--- src/rtl/arbiter_types.sv ---
// arbiter_types: shared state/op encodings and sizing helpers for the cacheline arbiter
package arbiter_types;
    localparam int DEFAULT_LINE_W = 256;
    typedef enum logic [1:0] {IDLE, SERVE_I, SERVE_D, RELEASE} arb_state_t;
    typedef enum logic [1:0] {OP_NONE, OP_READ, OP_WRITE} arb_op_t;
    function automatic int cnt_width(input int starve_max);
        return $clog2(starve_max + 1);
    endfunction
endpackage

--- src/rtl/arb_priority.sv ---
// arb_priority: data-first grant decision bounded by the instruction starvation limit
module arb_priority
    import arbiter_types::*;
#(
    parameter int STARVE_MAX = 4,
    parameter int CNT_W      = cnt_width(STARVE_MAX)
) (
    input  logic             icache_read,
    input  logic             dcache_req,
    input  logic [CNT_W-1:0] starve_cnt,
    output logic             grant_i,
    output logic             grant_d,
    output logic [CNT_W-1:0] starve_nxt
);
    always_comb begin
        grant_d    = dcache_req && (!icache_read || starve_cnt < CNT_W'(STARVE_MAX));
        grant_i    = icache_read && !grant_d;
        starve_nxt = (grant_d && icache_read) ? starve_cnt + CNT_W'(1) : (grant_i || grant_d) ? '0 : starve_cnt;
    end
endmodule

--- src/rtl/cacheline_arbiter.sv ---
// cacheline_arbiter: shares one cacheline memory port between the icache and dcache miss paths
module cacheline_arbiter
    import arbiter_types::*;
#(
    parameter int LINE_W     = DEFAULT_LINE_W,
    parameter int STARVE_MAX = 4
) (
    input  logic              clk,
    input  logic              rst,
    input  logic              icache_read,
    input  logic [31:0]       icache_addr,
    output logic [LINE_W-1:0] icache_rdata,
    output logic              icache_resp,
    input  logic              dcache_read,
    input  logic              dcache_write,
    input  logic [31:0]       dcache_addr,
    input  logic [LINE_W-1:0] dcache_wdata,
    output logic [LINE_W-1:0] dcache_rdata,
    output logic              dcache_resp,
    output logic              pmem_read,
    output logic              pmem_write,
    output logic [31:0]       pmem_addr,
    output logic [LINE_W-1:0] pmem_wdata,
    input  logic [LINE_W-1:0] pmem_rdata,
    input  logic              pmem_resp
);
    localparam int CNT_W = cnt_width(STARVE_MAX);
    arb_state_t        state, state_nxt;
    arb_op_t           op_q;
    logic [CNT_W-1:0]  starve_cnt, starve_nxt;
    logic [31:0]       addr_q;
    logic [LINE_W-1:0] wdata_q;
    logic              grant_i, grant_d, serving;
    arb_priority #(.STARVE_MAX(STARVE_MAX), .CNT_W(CNT_W)) u_prio (
        .icache_read(icache_read),
        .dcache_req (dcache_read || dcache_write),
        .starve_cnt (starve_cnt),
        .grant_i    (grant_i),
        .grant_d    (grant_d),
        .starve_nxt (starve_nxt)
    );
    always_ff @(posedge clk or negedge rst) begin
        if (!rst) begin
            state      <= IDLE;
            starve_cnt <= '0;
            addr_q     <= '0;
            wdata_q    <= '0;
            op_q       <= OP_NONE;
        end else begin
            state <= state_nxt;
            if (state == IDLE)
                starve_cnt <= starve_nxt;
            // a simultaneous read+write from the dcache is resolved as a write
            if (state == IDLE && grant_d) begin
                addr_q  <= dcache_addr & ~32'h1F;
                op_q    <= dcache_write ? OP_WRITE : OP_READ;
                wdata_q <= dcache_write ? dcache_wdata : '0;
            end else if (state == IDLE && grant_i) begin
                addr_q  <= icache_addr & ~32'h1F;
                op_q    <= OP_READ;
                wdata_q <= '0;
            end
        end
    end
    always_comb begin
        state_nxt = state;
        case (state)
            IDLE:             state_nxt = grant_d ? SERVE_D : grant_i ? SERVE_I : IDLE;
            SERVE_I, SERVE_D: state_nxt = pmem_resp ? RELEASE : state;
            RELEASE:          state_nxt = IDLE;
            default:          state_nxt = IDLE;
        endcase
        serving      = state == SERVE_I || state == SERVE_D;
        pmem_read    = serving && op_q == OP_READ;
        pmem_write   = serving && op_q == OP_WRITE;
        pmem_addr    = serving ? addr_q : '0;
        pmem_wdata   = serving ? wdata_q : '0;
        icache_resp  = state == SERVE_I && pmem_resp;
        dcache_resp  = state == SERVE_D && pmem_resp;
        icache_rdata = icache_resp ? pmem_rdata : '0;
        dcache_rdata = dcache_resp ? pmem_rdata : '0;
    end
endmodule

--- config.mk ---
export PLATFORM = sky130hd
export DESIGN_NAME = cacheline_arbiter
export DESIGN_NICKNAME = d
export VERILOG_FILES = /design/src/rtl/arbiter_types.sv /design/src/rtl/arb_priority.sv /design/src/rtl/cacheline_arbiter.sv
export SDC_FILE = /design/constraint.sdc
export NUM_CORES = 1
export LEC_CHECK = 0
export BUFFER_PORTS_ARGS = -buffer_cell sky130_fd_sc_hd__buf_2
export CORE_AREA = 5 5 531 533
export CTS_BUF_LIST = sky130_fd_sc_hd__clkbuf_8 sky130_fd_sc_hd__clkbuf_16
export DETAILED_ROUTE_END_ITERATION = 12
export DIE_AREA = 0 0 536 538
export PLACE_DENSITY = 0.3
export SYNTH_ARGS = -nofsm -noshare
export SYNTH_HDL_FRONTEND = slang
export SYNTH_SLANG_ARGS = --single-unit
--- constraint.sdc ---
create_clock -name clk -period 2.5 [get_ports clk]
set_input_delay 0.625 -clock clk [delete_from_list [all_inputs] [get_ports clk]]
set_output_delay 0.625 -clock clk [all_outputs]
set_load 0.005 [all_outputs]
; ---- Word-level counts from Yosys, hierarchy flattened
; Cells that the tools add are included.
[totals]
in_bits = 582
regBits = 295
elab_cells = 51
[classes]
mux = 18
magnitude_cmp = 1
eq_ne = 6
n_reduce_logical = 20
add_sub_neg = 1
[ops]
columns = operator, count
row1 = $mux W256, 6
row2 = $mux W32, 3
row3 = $mux W2, 5
row4 = $logic_and A1 B1 Y1, 9
row5 = $eq A2 B2 Y1 const B, 3
row6 = $mux W3, 2
row7 = $pmux W2 S3, 1
row8 = $eq A2 B1 Y1 const B, 2
row9 = $logic_or A1 B1 Y1, 4
row10 = $reduce_bool A2 Y1, 2
row11 = $add A3 B1 Y3 const B, 1
row12 = $lt A3 B3 Y1 const B, 1
row13 = $logic_not A1 Y1, 2
row14 = $logic_not A2 Y1, 1
row15 = $ne A2 B2 Y1 const B, 1
row16 = $reduce_and A2 Y1, 1
row17 = $reduce_or A2 Y1, 1
row18 = $mux W1, 1

; ---- Logic depth before layout (Yosys ltp)
[logic_depth]
ltp_word = 8
ltp_mapped = 7
depth_no_buf = 5

; ---- Modules after synthesis
; A second synthesis with hierarchy kept.
[hier_totals]
hier_cells = 1687
hier_area_um2 = 16326.9
[by_module_without_submodules]
columns = mod, area_per_inst_um2, cells_per_inst, n_inst
row1 = cacheline_arbiter, 16245.6, 1677, 1
row2 = arb_priority, 81.3, 10, 1

; ---- Least setup slack after synthesis
; OpenSTA, ideal clock, no wires.
[synth_timing]
kind = reg2out
startpoint = register state[0]
endpoint = output pmem_wdata[100]
n_path_buf = 3
setup_slack_ns = 0.332
path_stages_with_launch = 7
t_arrival_ns = 1.543
path_cell_list = dfrtp_1 -> inv_1 -> ha_1 -> clkbuf_1 -> clkbuf_1 -> clkbuf_1 -> and2_1
[synth_between]
elab_chain_cells = 3
[synth_lines]
columns = item, line
row1 = "start, declared", cacheline_arbiter.sv:28  ; arb_state_t state, state_nxt;
row2 = "start signal, assigned", cacheline_arbiter.sv:50  ; state <= state_nxt;
row3 = $eq A2 B1 Y1 or $eq A2 B2 Y1 (tied branches), cacheline_arbiter.sv:73  ; serving = state == SERVE_I || state == SERVE_D;
row4 = $logic_or A1 B1 Y1 *, cacheline_arbiter.sv:73
row5 = $mux W256 *, cacheline_arbiter.sv:77  ; pmem_wdata = serving ? wdata_q : '0;
row6 = "end, declared", cacheline_arbiter.sv:23  ; output logic [LINE_W-1:0] pmem_wdata,
; Mark *: on every way between the ends. The rest lies on a longest branch, timed or not.

; ---- Worst setup path after layout
[layout_timing]
startpoint = register state[0]
endpoint = output icache_rdata[83]
[layout_between]
elab_chain_cells = 3
[layout_lines]
columns = item, line
row1 = $eq A2 B1 Y1, cacheline_arbiter.sv:78  ; icache_resp = state == SERVE_I && pmem_resp;
row2 = $logic_and A1 B1 Y1, cacheline_arbiter.sv:78
row3 = $mux W256, cacheline_arbiter.sv:80  ; icache_rdata = icache_resp ? pmem_rdata : '0;
row4 = "end, declared", cacheline_arbiter.sv:12  ; output logic [LINE_W-1:0] icache_rdata,
; No other way between the ends.

==> flow_summary_export.csv <==
group,metric,value,unit
global_routing,via_count_of_the_first_global_routing_pass,21900,
yosys,ys_types,27,
floorplan,die_height,538,µm
cts,post_cts_clock_slew_at_the_launch_and_capture_registers_of_the_worst_setup_and_hold_paths,60,ps
critical_path,worstPathMaxFanout,6,
global_routing,grt_pass1_wl,310,mm
power,total_switching_power,20200,µW
sta,setup_violations,798,
final_layout,fillCellCount,31800,
yosys,synth.avg_cell_area,9.51,µm²
power,p_int,26900,µW
place,placed_area,0.0290,mm²
sta,fin_skew,25.5,ps
global_routing,gr-usage-all-layers,0.172,
routing,wire_per_inst,38.1,µm
power,ir_worst_vdd,0.000554,V
sta,postLayoutSetupSlackWorst,-484,ps
yosys,number_of_synthesized_register_bits,290,
power,clock_power_share,0.145,
sta,setup_tns,-279990,ps
routing,detail_route.iter0.violations,1761,
critical_path,worstPathRequired,1880,ps
final_layout,post-route-cell-area,0.0361,mm²
final_layout,final_non_filler_cells,6975,
power,total_power_density_per_cell_area,1310,mW/mm²
sta,timing.final.crit_share,1.19,
yosys,synthDominantCellAreaShare,0.448,
outcome,violations_in_the_final_reports,"setup timing",
cts,tritoncts,"yes",
yosys,synthTopCellsByArea,"sky130_fd_sc_hd__dfrtp_1 45%, sky130_fd_sc_hd__and3_1 20%, sky130_fd_sc_hd__a22o_1 14%",
yosys,synth_area_leader_cell,"sky130_fd_sc_hd__dfrtp_1",
final_layout,num-nets-final,3707,
cts,cts.htree.levels,2,
floorplan,floorplan.initialDensity,0.0587,
final_layout,final-seq-area,0.00726,mm²
sta,setup_repair_after_global_routing_missed_its_margin,"true",
place,numPortBuffers,1370,
critical_path,critical_path.startpoint_type,"flop",
floorplan,die_x,536,µm
floorplan,area_enclosed_by_the_die_boundary,0.288,mm²
routing,route.antenna.remaining_nets,0,
critical_path,endpoint_kind,"output port",
cts,clock_root_buffer,"sky130_fd_sc_hd__clkbuf_16",
routing,vias,22600,
global_routing,largest_net_degree_at_the_start_of_global_routing,78,
critical_path,timing_worst_setup_path_type,"flop to output port",
cts,source_to_sink_clock_delay_at_the_later_pin_of_the_worst_skew_pair,640,ps
yosys,post_synth_inst_count,1704,
power,combPwrFrac,0.680,
sta,slew_viol_final,0,
sta,worst_pin_slew,869,ps
routing,postRouteWirelength,266,mm
outcome,outcome,"finished with violations",
yosys,synth_sequential_area_ratio,0.448,
sta,max_freq,335,MHz
sta,min_period,2980,ps
floorplan,coreArea,0.276,mm²
place,place.detailed.hpwl,227,mm
power,pwr-share-seq,0.175,
flow_run,cap_violations,0,
cts,cts.sink_count,290,
cts,ctsLongestPathBuffers,3,
critical_path,cp_data_arrival_time,2360,ps
routing,drtPass1Iterations,5,
cts,cts_buffers,43,
worst_hold_path,worst_hold_path_type,"input port to flop",
final_layout,area_growth_from_synthesis_to_layout,123,%
power,p_leak,0.0184,µW
routing,drt_drc_violations_left,0,
place,total_instance_count_after_detailed_placement,6679,
routing,vias_per_cell,3.24,
global_routing,grt_overflow_total,0,
yosys,synth-warning-count,0,
floorplan,placement_rows,193,
place,place_congestion,0.924,
power,switching_share_of_power,0.429,
yosys,netlist_area,0.0162,mm²
final_layout,multiInputGateArea,0.00902,mm²
global_routing,antenna_found_initial,268,
floorplan,floorplan.io_pins,1386,
sta,hold_violations,0,
final_layout,ratio_of_cells_with_drive_above_1_in_the_final_layout,0.617,
sta,max-slew-margin-rel,0.421,
synthesized netlist by cell type:
master / instances
sky130_fd_sc_hd__a21o_1: 1
sky130_fd_sc_hd__a21oi_1: 28
sky130_fd_sc_hd__a21oi_2: 1
sky130_fd_sc_hd__a22o_1: 258
sky130_fd_sc_hd__a2bb2oi_2: 1
sky130_fd_sc_hd__a311oi_1: 2
sky130_fd_sc_hd__a31oi_1: 1
sky130_fd_sc_hd__and2_1: 285
sky130_fd_sc_hd__and3_1: 512
sky130_fd_sc_hd__and3b_1: 1
sky130_fd_sc_hd__buf_2: 38
sky130_fd_sc_hd__buf_4: 22
sky130_fd_sc_hd__clkbuf_1: 160
sky130_fd_sc_hd__conb_1: 1
sky130_fd_sc_hd__dfrtp_1: 290
sky130_fd_sc_hd__ha_1: 5
sky130_fd_sc_hd__inv_1: 2
sky130_fd_sc_hd__mux2_2: 1
sky130_fd_sc_hd__nand2_1: 30
sky130_fd_sc_hd__nand2b_1: 1
sky130_fd_sc_hd__nor2_1: 5
sky130_fd_sc_hd__nor3b_1: 1
sky130_fd_sc_hd__o21ai_0: 53
sky130_fd_sc_hd__o21ai_1: 2
sky130_fd_sc_hd__o2bb2ai_1: 1
sky130_fd_sc_hd__o31a_1: 1
sky130_fd_sc_hd__o31ai_4: 1
routing by layer:
layer | share of wire | global-route usage
met5 | 0.0043 | 0.00263
met3 | 0.14 | 0.103
met2 | 0.47 | 0.290
met1 | 0.35 | 0.179
met4 | 0.039 | 0.0531
kinds of logic (layout without fill, tap and decap cells):
group | count (synthesis) | in the layout | share of synthesized area
mux | 1 | 1 | 0.000695
compound gates | 350 | 350 | 0.171
flops | 290 | 290 | 0.448
simple gates | 835 | 835 | 0.317
fa+ha+maj | 5 | 5 | 0.00386
buf+inv | 222 | 1667 | 0.0594
other cells | 1 | 122 | 0.000231
cell type report:
type,instances,area share
Antenna cell,117,0.00811
Clock buffer,50,0.0325
Clock inverter,28,0.0105
Inverter,2,0.000208
Multi-Input combinational cell,1196,0.250
Sequential cell,290,0.201
Tap cell,3705,0.128
Timing Repair Buffer,1587,0.369
what timing repair did:
action	in CTS	in global routing
hold buffers	1	0
pin swaps	4	4
hold endpoints to repair	31	0
buffers inserted	36	18
gates cloned	42	22
resized for setup	574	354
setup endpoints to repair	799	799
worst max-delay path, cell delays in order (launching register included):
cell,delay [ps]
sky130_fd_sc_hd__dfrtp_1,400
sky130_fd_sc_hd__buf_4,160
sky130_fd_sc_hd__ha_4,210
sky130_fd_sc_hd__buf_6,150
sky130_fd_sc_hd__buf_16,140
sky130_fd_sc_hd__buf_12,130
sky130_fd_sc_hd__buf_12,120
sky130_fd_sc_hd__buf_16,120
sky130_fd_sc_hd__and3_1,140
sky130_fd_sc_hd__buf_2,140
power groups by stage:
stage / clock, µW / combinational (µW) / sequential (µW)
global route: 7270 / 34100 / 8430
CTS: 7170 / 29500 / 8260
finish: 6850 / 32100 / 8250
detailed placement: 0 / 21300 / 8230
floorplan: 0 / 7880 / 7170
global placement: 0 / 21300 / 8290
cell usage in the layout, fill, tap and decap left out, types with 7 or more instances in the layout:
cell and count:
sky130_fd_sc_hd__diode_2 117, sky130_fd_sc_hd__and2_1 106, sky130_fd_sc_hd__nand2_1 30, sky130_fd_sc_hd__and2_4 179, sky130_fd_sc_hd__a22o_1 258, sky130_fd_sc_hd__and3_4 97
sky130_fd_sc_hd__buf_16 42, sky130_fd_sc_hd__buf_6 224, sky130_fd_sc_hd__dfrtp_1 290, sky130_fd_sc_hd__buf_2 1025, sky130_fd_sc_hd__buf_12 112, sky130_fd_sc_hd__o21ai_0 53
sky130_fd_sc_hd__clkbuf_8 7, sky130_fd_sc_hd__a21oi_1 28, sky130_fd_sc_hd__buf_8 60, sky130_fd_sc_hd__bufinv_16 7, sky130_fd_sc_hd__inv_1 10, sky130_fd_sc_hd__clkbuf_16 64
sky130_fd_sc_hd__and3_1 414, sky130_fd_sc_hd__buf_4 98
worst paths after layout:
kind                       slack, ps              from                to  cells past startpoint
setup reg to reg                 220          state[1]       wdata_q[92]                      9
max in group asynchronous       1210               rst      wdata_q[148]                      3
setup / recovery                -480          state[0]  icache_rdata[83]                      9
hold reg to reg                  480        addr_q[31]        addr_q[31]                      2
min in group asynchronous        480               rst      wdata_q[112]                      2
hold / removal                   190  dcache_wdata[47]       wdata_q[47]                      2
registers in the layout, indices dropped and copies added (netlist names):
name,flops
wdata_q,256
op_q,2
addr_q,27
state,2
starve_cnt,3
stage by stage:
stage / hold slack (ps) / util / power (µW) / setup WS, ps
5_1_grt: 129 / 0.130 / 49800 / -578
6_report: 190 / 0.131 / 47200 / -484
2_1_floorplan: 329 / - / 15100 / 332
4_1_cts: 88.0 / 0.123 / 45000 / -581
3_5_place_dp: 475 / 0.105 / 29500 / 2.24
3_3_place_gp: 479 / 0.105 / 29600 / 31.5
Note: power is estimated with default switching activity, not from simulation.
